**config.mk**
```make
export PLATFORM = sky130hd
export DESIGN_NAME = acc_block_feeder
export DESIGN_NICKNAME = d
export VERILOG_FILES = /design/src/rtl/acc_block_feeder.sv
export SDC_FILE = /design/constraint.sdc
export NUM_CORES = 1
export LEC_CHECK = 0
export CAP_MARGIN = 20
export CORE_MARGIN = 4
export CORE_UTILIZATION = 53
export DETAILED_ROUTE_END_ITERATION = 10
export PLACE_DENSITY = 0.9
export REMOVE_ABC_BUFFERS = 1
export SYNTH_ARGS = -nofsm -noshare
export SYNTH_HDL_FRONTEND = slang
export SYNTH_SLANG_ARGS = --single-unit
export TNS_END_PERCENT = 10
```
**constraint.sdc**
```tcl
create_clock -name clk -period 10.5 [get_ports clk]
set_input_delay 1.575 -clock clk [delete_from_list [all_inputs] [get_ports clk]]
set_output_delay 1.575 -clock clk [all_outputs]
set_load 0.01 [all_outputs]
```
**src/rtl/acc_block_feeder.sv**
```systemverilog
// acc_block_feeder: buffers 2x2 FP32 partial-product blocks and issues them to the accumulator
// over start/done, then hands the accumulated tile downstream. ACC_FEEDER_PERF_EN adds perf counters.
module acc_block_feeder #(
   parameter int unsigned DEPTH = 4,
   parameter int unsigned K_W   = 8
) (
   input  logic           clk,
   input  logic           reset,
   input  logic           in_valid,
   output logic           in_ready,
   input  logic [31:0]    in_a11,
   input  logic [31:0]    in_a12,
   input  logic [31:0]    in_a21,
   input  logic [31:0]    in_a22,
   input  logic [K_W-1:0] k_count,
   output logic [31:0]    acc_a11,
   output logic [31:0]    acc_a12,
   output logic [31:0]    acc_a21,
   output logic [31:0]    acc_a22,
   output logic           acc_start,
   output logic           acc_clear,
   input  logic           acc_done,
   input  logic [31:0]    acc_o11,
   input  logic [31:0]    acc_o12,
   input  logic [31:0]    acc_o21,
   input  logic [31:0]    acc_o22,
   output logic           tile_valid,
   output logic [31:0]    tile_c11,
   output logic [31:0]    tile_c12,
   output logic [31:0]    tile_c21,
   output logic [31:0]    tile_c22,
   input  logic           tile_ack
`ifdef ACC_FEEDER_PERF_EN
   ,
   output logic [31:0]    perf_wait_cyc,
   output logic [15:0]    perf_tiles
`endif
);

   localparam int unsigned PTR_W = (DEPTH > 1) ? $clog2(DEPTH) : 1;
   localparam int unsigned CNT_W = $clog2(DEPTH) + 1;
   localparam int unsigned BLK_W = 128;

   typedef enum logic [2:0] {
      IDLE,
      ISSUE,
      WAIT,
      CLEAR,
      TILE
   } state_t;

   state_t            state;
   logic [BLK_W-1:0]  mem [DEPTH];
   logic [PTR_W-1:0]  wr_ptr;
   logic [PTR_W-1:0]  rd_ptr;
   logic [CNT_W-1:0]  count;
   logic [CNT_W-1:0]  count_nxt;
   logic              push_c;
   logic              pop_c;
   logic [K_W-1:0]    blk_cnt;
   logic [K_W-1:0]    k_lat;
   logic [BLK_W-1:0]  acc_blk;
   logic [BLK_W-1:0]  tile_blk;
   logic [BLK_W-1:0]  in_blk;
   logic [BLK_W-1:0]  sum_blk;

   assign in_blk  = {in_a11, in_a12, in_a21, in_a22};
   assign sum_blk = {acc_o11, acc_o12, acc_o21, acc_o22};

   assign acc_a11  = acc_blk[127:96];
   assign acc_a12  = acc_blk[95:64];
   assign acc_a21  = acc_blk[63:32];
   assign acc_a22  = acc_blk[31:0];
   assign tile_c11 = tile_blk[127:96];
   assign tile_c12 = tile_blk[95:64];
   assign tile_c21 = tile_blk[63:32];
   assign tile_c22 = tile_blk[31:0];

   // Pop only happens from IDLE, so a pending tile naturally blocks issue while the FIFO keeps filling.
   always_comb begin
      push_c    = in_valid & in_ready;
      pop_c     = (state == IDLE) && (count != '0);
      count_nxt = count + CNT_W'(push_c) - CNT_W'(pop_c);
   end

   always_ff @(posedge clk) begin
      if (push_c) begin
         mem[wr_ptr] <= in_blk;
      end
   end

   // FIFO pointers and occupancy; in_ready is registered from next-cycle occupancy.
   always_ff @(posedge clk or posedge reset) begin
      if (reset) begin
         wr_ptr   <= '0;
         rd_ptr   <= '0;
         count    <= '0;
         in_ready <= 1'b1;
      end else begin
         if (push_c) begin
            wr_ptr <= wr_ptr + PTR_W'(1);
         end
         if (pop_c) begin
            rd_ptr <= rd_ptr + PTR_W'(1);
         end
         count    <= count_nxt;
         in_ready <= (count_nxt != CNT_W'(DEPTH));
      end
   end

   // Issue/accumulate/tile control with registered handshake outputs.
   always_ff @(posedge clk or posedge reset) begin
      if (reset) begin
         state      <= IDLE;
         blk_cnt    <= '0;
         k_lat      <= K_W'(1);
         acc_blk    <= '0;
         tile_blk   <= '0;
         acc_start  <= 1'b0;
         acc_clear  <= 1'b0;
         tile_valid <= 1'b0;
      end else begin
         acc_start <= 1'b0;
         acc_clear <= 1'b0;
         unique case (state)
            IDLE: begin
               if (pop_c) begin
                  acc_blk   <= mem[rd_ptr];
                  acc_start <= 1'b1;
                  state     <= ISSUE;
                  if (blk_cnt == '0) begin
                     k_lat <= (k_count == '0) ? K_W'(1) : k_count;
                  end
               end
            end
            ISSUE: begin
               state <= WAIT;
            end
            WAIT: begin
               if (acc_done) begin
                  if (blk_cnt == k_lat - K_W'(1)) begin
                     tile_blk  <= sum_blk;
                     acc_clear <= 1'b1;
                     state     <= CLEAR;
                  end else begin
                     blk_cnt <= blk_cnt + K_W'(1);
                     state   <= IDLE;
                  end
               end
            end
            CLEAR: begin
               blk_cnt    <= '0;
               tile_valid <= 1'b1;
               state      <= TILE;
            end
            TILE: begin
               if (tile_ack) begin
                  tile_valid <= 1'b0;
                  state      <= IDLE;
               end
            end
            default: begin
               state <= IDLE;
            end
         endcase
      end
   end

`ifdef ACC_FEEDER_PERF_EN
   // Free-running, wrapping counters of WAIT occupancy and acknowledged tiles.
   always_ff @(posedge clk or posedge reset) begin
      if (reset) begin
         perf_wait_cyc <= '0;
         perf_tiles    <= '0;
      end else begin
         if (state == WAIT) begin
            perf_wait_cyc <= perf_wait_cyc + 32'd1;
         end
         if ((state == TILE) && tile_ack) begin
            perf_tiles <= perf_tiles + 16'd1;
         end
      end
   end
`endif

endmodule

```
Yosys cells after proc, flatten, opt, wreduce, memory -nomap -nowiden --
Memory sizes are Yosys's and may differ from the RTL's. A register that Yosys moved wholly into a read port is not among the register bits. Cells that the tools add are included.
Word-level totals: register bits 158, bits in writable memories 512, memories 1, input port bits 269
Memories:
- mem | words 4, width 128, rd ports 1, clocked after Yosys merged registers in 1, write ports 1, RTL line 53 | logic [BLK_W-1:0] mem [DEPTH];
Cells by class: equal/unequal tests 10, reductions and logical operators 13, add/subtract/negate cells 6, bitwise operators 1, muxes and demuxes 18
Operators by type and width (number):
- 2-to-1 mux 8 bit | 3
- zero test 8 bit | 2
- case mux 8 bit (2 select lines) | 1
- case mux 3 bit (5 select lines) | 1
- AND reduction 3 bit | 4
- 2-to-1 mux 3 bit | 3
- adder 8 x 1 -> 8 bit, second input constant | 1
- == test 8 bit | 1
- 2-to-1 mux 1 bit | 8
- != test 2 bit, second input constant | 4
- subtractor 8 x 1 -> 8 bit, second input constant | 1
- == test 3 x 2 -> 1 bit, second input constant | 2
- adder 2 x 1 -> 2 bit, second input constant | 2
- AND reduction 2 bit | 2
- nonzero test 2 bit | 2
- adder 3 x 1 -> 3 bit | 1
- == test 3 x 1 -> 1 bit, second input constant | 1
- == test 3 bit, second input constant | 1
- zero test 3 bit | 1
- != test 3 bit, second input constant | 1
- nonzero test 3 bit | 1
- subtractor 3 x 1 -> 3 bit | 1
- 2-to-1 mux 2 bit | 1
- case mux 1 bit (2 select lines) | 1
- other kinds (2) | 2

Logic depth before layout (Yosys ltp) --
depth after elaboration 5, gate-level depth with buffers 12, depth with buffers taken out 10

Least setup slack after synthesis --
No wires, ideal clock.
path kind input -> register, start input port in_valid, end memory mem[0][0], enable pin, required time 9997 ps, library setup time 503 ps, path slack 5422 ps, cell stages on the path 1, path buffers 0, arrival time 4575 ps, cells stage by stage and3_1
On the way: word-level cells in the longest chain between the ends 3
Ends and longest elaborated chain:
- from (decl) | RTL line 9 | input logic in_valid,
- bitwise AND 1 bit | RTL line 81 | push_c = in_valid & in_ready;
- 2-to-1 mux 1 bit | RTL line 87 | if (push_c) begin
- 2-to-1 mux 1 bit (not written as such) | RTL line 88 | mem[wr_ptr] <= in_blk;
- to (decl) | RTL line 53
No other way between the ends.

Worst setup path in the final report --
start register k_lat[0], end register tile_blk[31]
On the way: word-level cells in the longest chain between the ends 3
Ends and longest elaborated chain:
- from (decl) | RTL line 61 | logic [K_W-1:0] k_lat;
- from (signal assigned) | RTL line 132 | k_lat <= (k_count == '0) ? K_W'(1) : k_count;
- subtractor 8 x 1 -> 8 bit | RTL line 141 | if (blk_cnt == k_lat - K_W'(1)) begin
- == test 8 bit | RTL line 141
- AND reduction 3 bit (no source line)
- to (signal assigned) | RTL line 142 | tile_blk <= sum_blk;
- to (decl) | RTL line 63 | logic [BLK_W-1:0] tile_blk;
No other way between the ends. A chain may end at the register's enable or synchronous reset.

==> results.yml <==
logic_synthesis:
  ys_types: 47
  synth_seq_area_share_pct: 75.2
  netlist_area_um2: 30000
  synth_enable_flop_cells: 512
  yosysTopAreaCellShare_pct: 51.3
  synthArstFlopShare_pct: 35.8
  synth_commonest_cells: "edfxtp_1, dfrtp_1, mux2_2"
  yosysWarnings: 0
  yosys-top-cells-area: "edfxtp_1, dfrtp_1, mux4_2, mux2_2, mux2_4"
  synth.largest_area_cell: "edfxtp_1"
  syn_area_per_cell_um2: 21.6
  synth.most_common_cell: "edfxtp_1"
  synth_seq_cells: 798
  synthCells: 1385
  synth_top_flop_cell: "edfxtp_1"
timing:
  rsz0062_at_grt: "no"
  relSlewSlack_pct: 24.8
  fin_tns_setup_ns: 0
  min_period_over_period_pct: 37.7
  hold_slack_ns: 0.492
  slew_viol_final: 0
  final_hold_viol_count: 0
  finalSetupViolCount: 0
  fmax_mhz: 253
  period_needed_ns: 3.96
  worst_clock_skew_ns: 0.0206
  worstMarginPinSlew_ns: 1.13
  setup_slack_ns: 6.54
drt:
  drtAntennaViolNets: 0
  firstDrtPassIters: 5
  drt_iter0_drc: 1340
  wl_per_cell_um: 27.9
  via_count: 15775
  avgViaCountPerCell: 5.71
  finalWirelength_um: 77100
  drc: 0
placement:
  hpwl_um: 48900
  routabilityCongestion: 0.871
  place_ws_ns: 5.95
  dp.cells: 2615
  port_buffers: 528
grt:
  grtUsageMet2_pct: 43.3
  grt-ovfl-total: 0
  grt_max_degree: 85
  antenna_found_initial: 8
  grt_pass1_wl_um: 114000
  grt.busiest_layer: "met2"
  global_route.usage.met3_pct: 7.53
  grt_use_total_pct: 25.5
  grt_pass1_vias: 17259
  met1_usage_pct: 31.3
layout:
  stdcell_count: 2762
  utilization_pct: 69.8
  drive_gt1_share_pct: 25.8
  area_delta_synth_final_pct: 29.3
  final_nets: 2228
critical_path:
  worst-setup-path-type: "flop to flop"
  slowest_stage: "buf_4"
  crit_path_start_kind: "flop"
  path_cells: "inv_1, ha_1, xnor2_1, and2_1, o21ai_0, and3_1, and2_1, nand2_8, buf_4, mux2_4"
  cp_top_family: "simple AND/OR/NAND/NOR gates"
  worst-path-max-fanout: 69
  cp-end-kind: "flop"
  path_buf_inv: 2
  cp.required_ns: 11.00
  slowest_delay_ns: 0.95
  cp_data_arrival_time_ns: 4.46
  crit_top_cell: "and2_1"
floorplanning:
  fp-row-count: 86
  io_pins: 529
  die-area_um2: 60400
  die_height_um: 246
  core_area_um2: 55500
  start_util_pct: 54.0
  die_w_um: 246
clock_tree:
  cts_htree_levels: 3
  cts_tree: "done"
  cts_sinks: 798
  cts_buffer_depth: 3
  cts_hold_buf: 0
  path_clk_slew_ns: 0.06
  post_cts_resized: 0
  cts-root-buf: "clkbuf_16"
  numCtsBuffers: 78
  cts_setup_buffers: 0
  worstSkewPairLatency_ns: 0.64
run_status:
  outcome: "finished clean"
pwr:
  power-per-cell-area_nw_per_um2: 285
  peakVddDrop_mv: 0.237
  p_leak_nw: 14.6
run:
  maxCapViolCount: 0
min_path:
  hold_class: "flop to flop"
[per-stage QoR]
step | area (um2) | total power [mW]
2_1_floorplan | 29700 | 6.88
3_3_place_gp | 36000 | 8.03
3_5_place_dp | 36100 | 8.21
4_1_cts | 38700 | 11.2
5_1_grt | 38800 | 11.5
6_report | 38800 | 11.1
[registers in the layout, summed over array words and instances (netlist names), 2 cells and up]
| signal | flops |
|---|---|
| mem | 512 |
| acc_blk | 128 |
| tile_blk | 128 |
| blk_cnt | 8 |
| k_lat | 8 |
| count | 3 |
| state | 3 |
| rd_ptr | 2 |
| wr_ptr | 2 |
[layout by cell type, fill, tap and decap left out, types with 3 or more instances in the layout]
cell type	instances
mux2_2	135
mux4_2	128
ha_1	9
bufinv_16	6
clkinvlp_4	6
a21oi_1	10
o21ai_0	7
clkbuf_1	18
mux2_4	100
nand2_1	13
clkinv_2	10
diode_2	4
and3_1	3
nand3_1	4
nor3_1	5
nor2b_1	3
o21bai_1	3
dfrtp_1	282
edfxtp_1	512
nand4_1	3
mux2_1	28
clkbuf_8	12
xor2_1	5
and3_4	4
nor2_1	8
clkdlybuf4s50_1	528
clkbuf_16	82
buf_16	3
and2_1	3
xnor2_1	11
buf_4	13
inv_1	15
[cell type report]
type                            count  area, um2
Antenna cell                        4       10.0
Sequential cell                   798      22500
Multi-Input combinational cell    511       7100
Clock inverter                     29        370
Inverter                           16       67.6
Timing Repair Buffer              544       5470
Clock buffer                      112       2280
Tap cell                          748        936
Fill cell                        3271      16700
[report_power, final]
group / leakage (nW) / switching, mW / internal (mW)
sequential: 8.32 / 0.480 / 4.22
clock: 1.29 / 1.19 / 1.68
combinational: 4.96 / 1.57 / 1.93
[final timing paths]
check                             start           end  depth (start not counted)  slack (ns)
max                            k_lat[0]  tile_blk[31]                         10        6.54
max reg2reg                    k_lat[0]  tile_blk[31]                         10        6.54
min reg2reg                tile_blk[64]  tile_blk[64]                          1        0.49
max in group asynchronous         reset   acc_blk[38]                          5        7.12
min in group asynchronous         reset     acc_start                          2        1.46
min                        tile_blk[64]  tile_blk[64]                          1        0.49
[metal layers]
| metal | vias up | routed length [um] |
|---|---|---|
| li1 | 6594 | - |
| met1 | 8289 | 27900 |
| met2 | 740 | 39800 |
| met3 | 144 | 6540 |
| met4 | 8 | 2820 |
| met5 | - | 48 |
[kinds of logic (layout without fill, tap and decap cells)]
group	Yosys count	in the layout	share of synthesized area (%)
DFF	798	798	75.2
muxes	392	392	20.8
buffers and inverters	76	701	1.31
and+or+nand+nor	61	61	1.16
AOI/OAI and AO/OA	32	32	0.693
xor gates and xnor gates	16	16	0.467
adders and majority gates	10	10	0.442
other	0	4	0
Power figures use the tool's default switching activity.
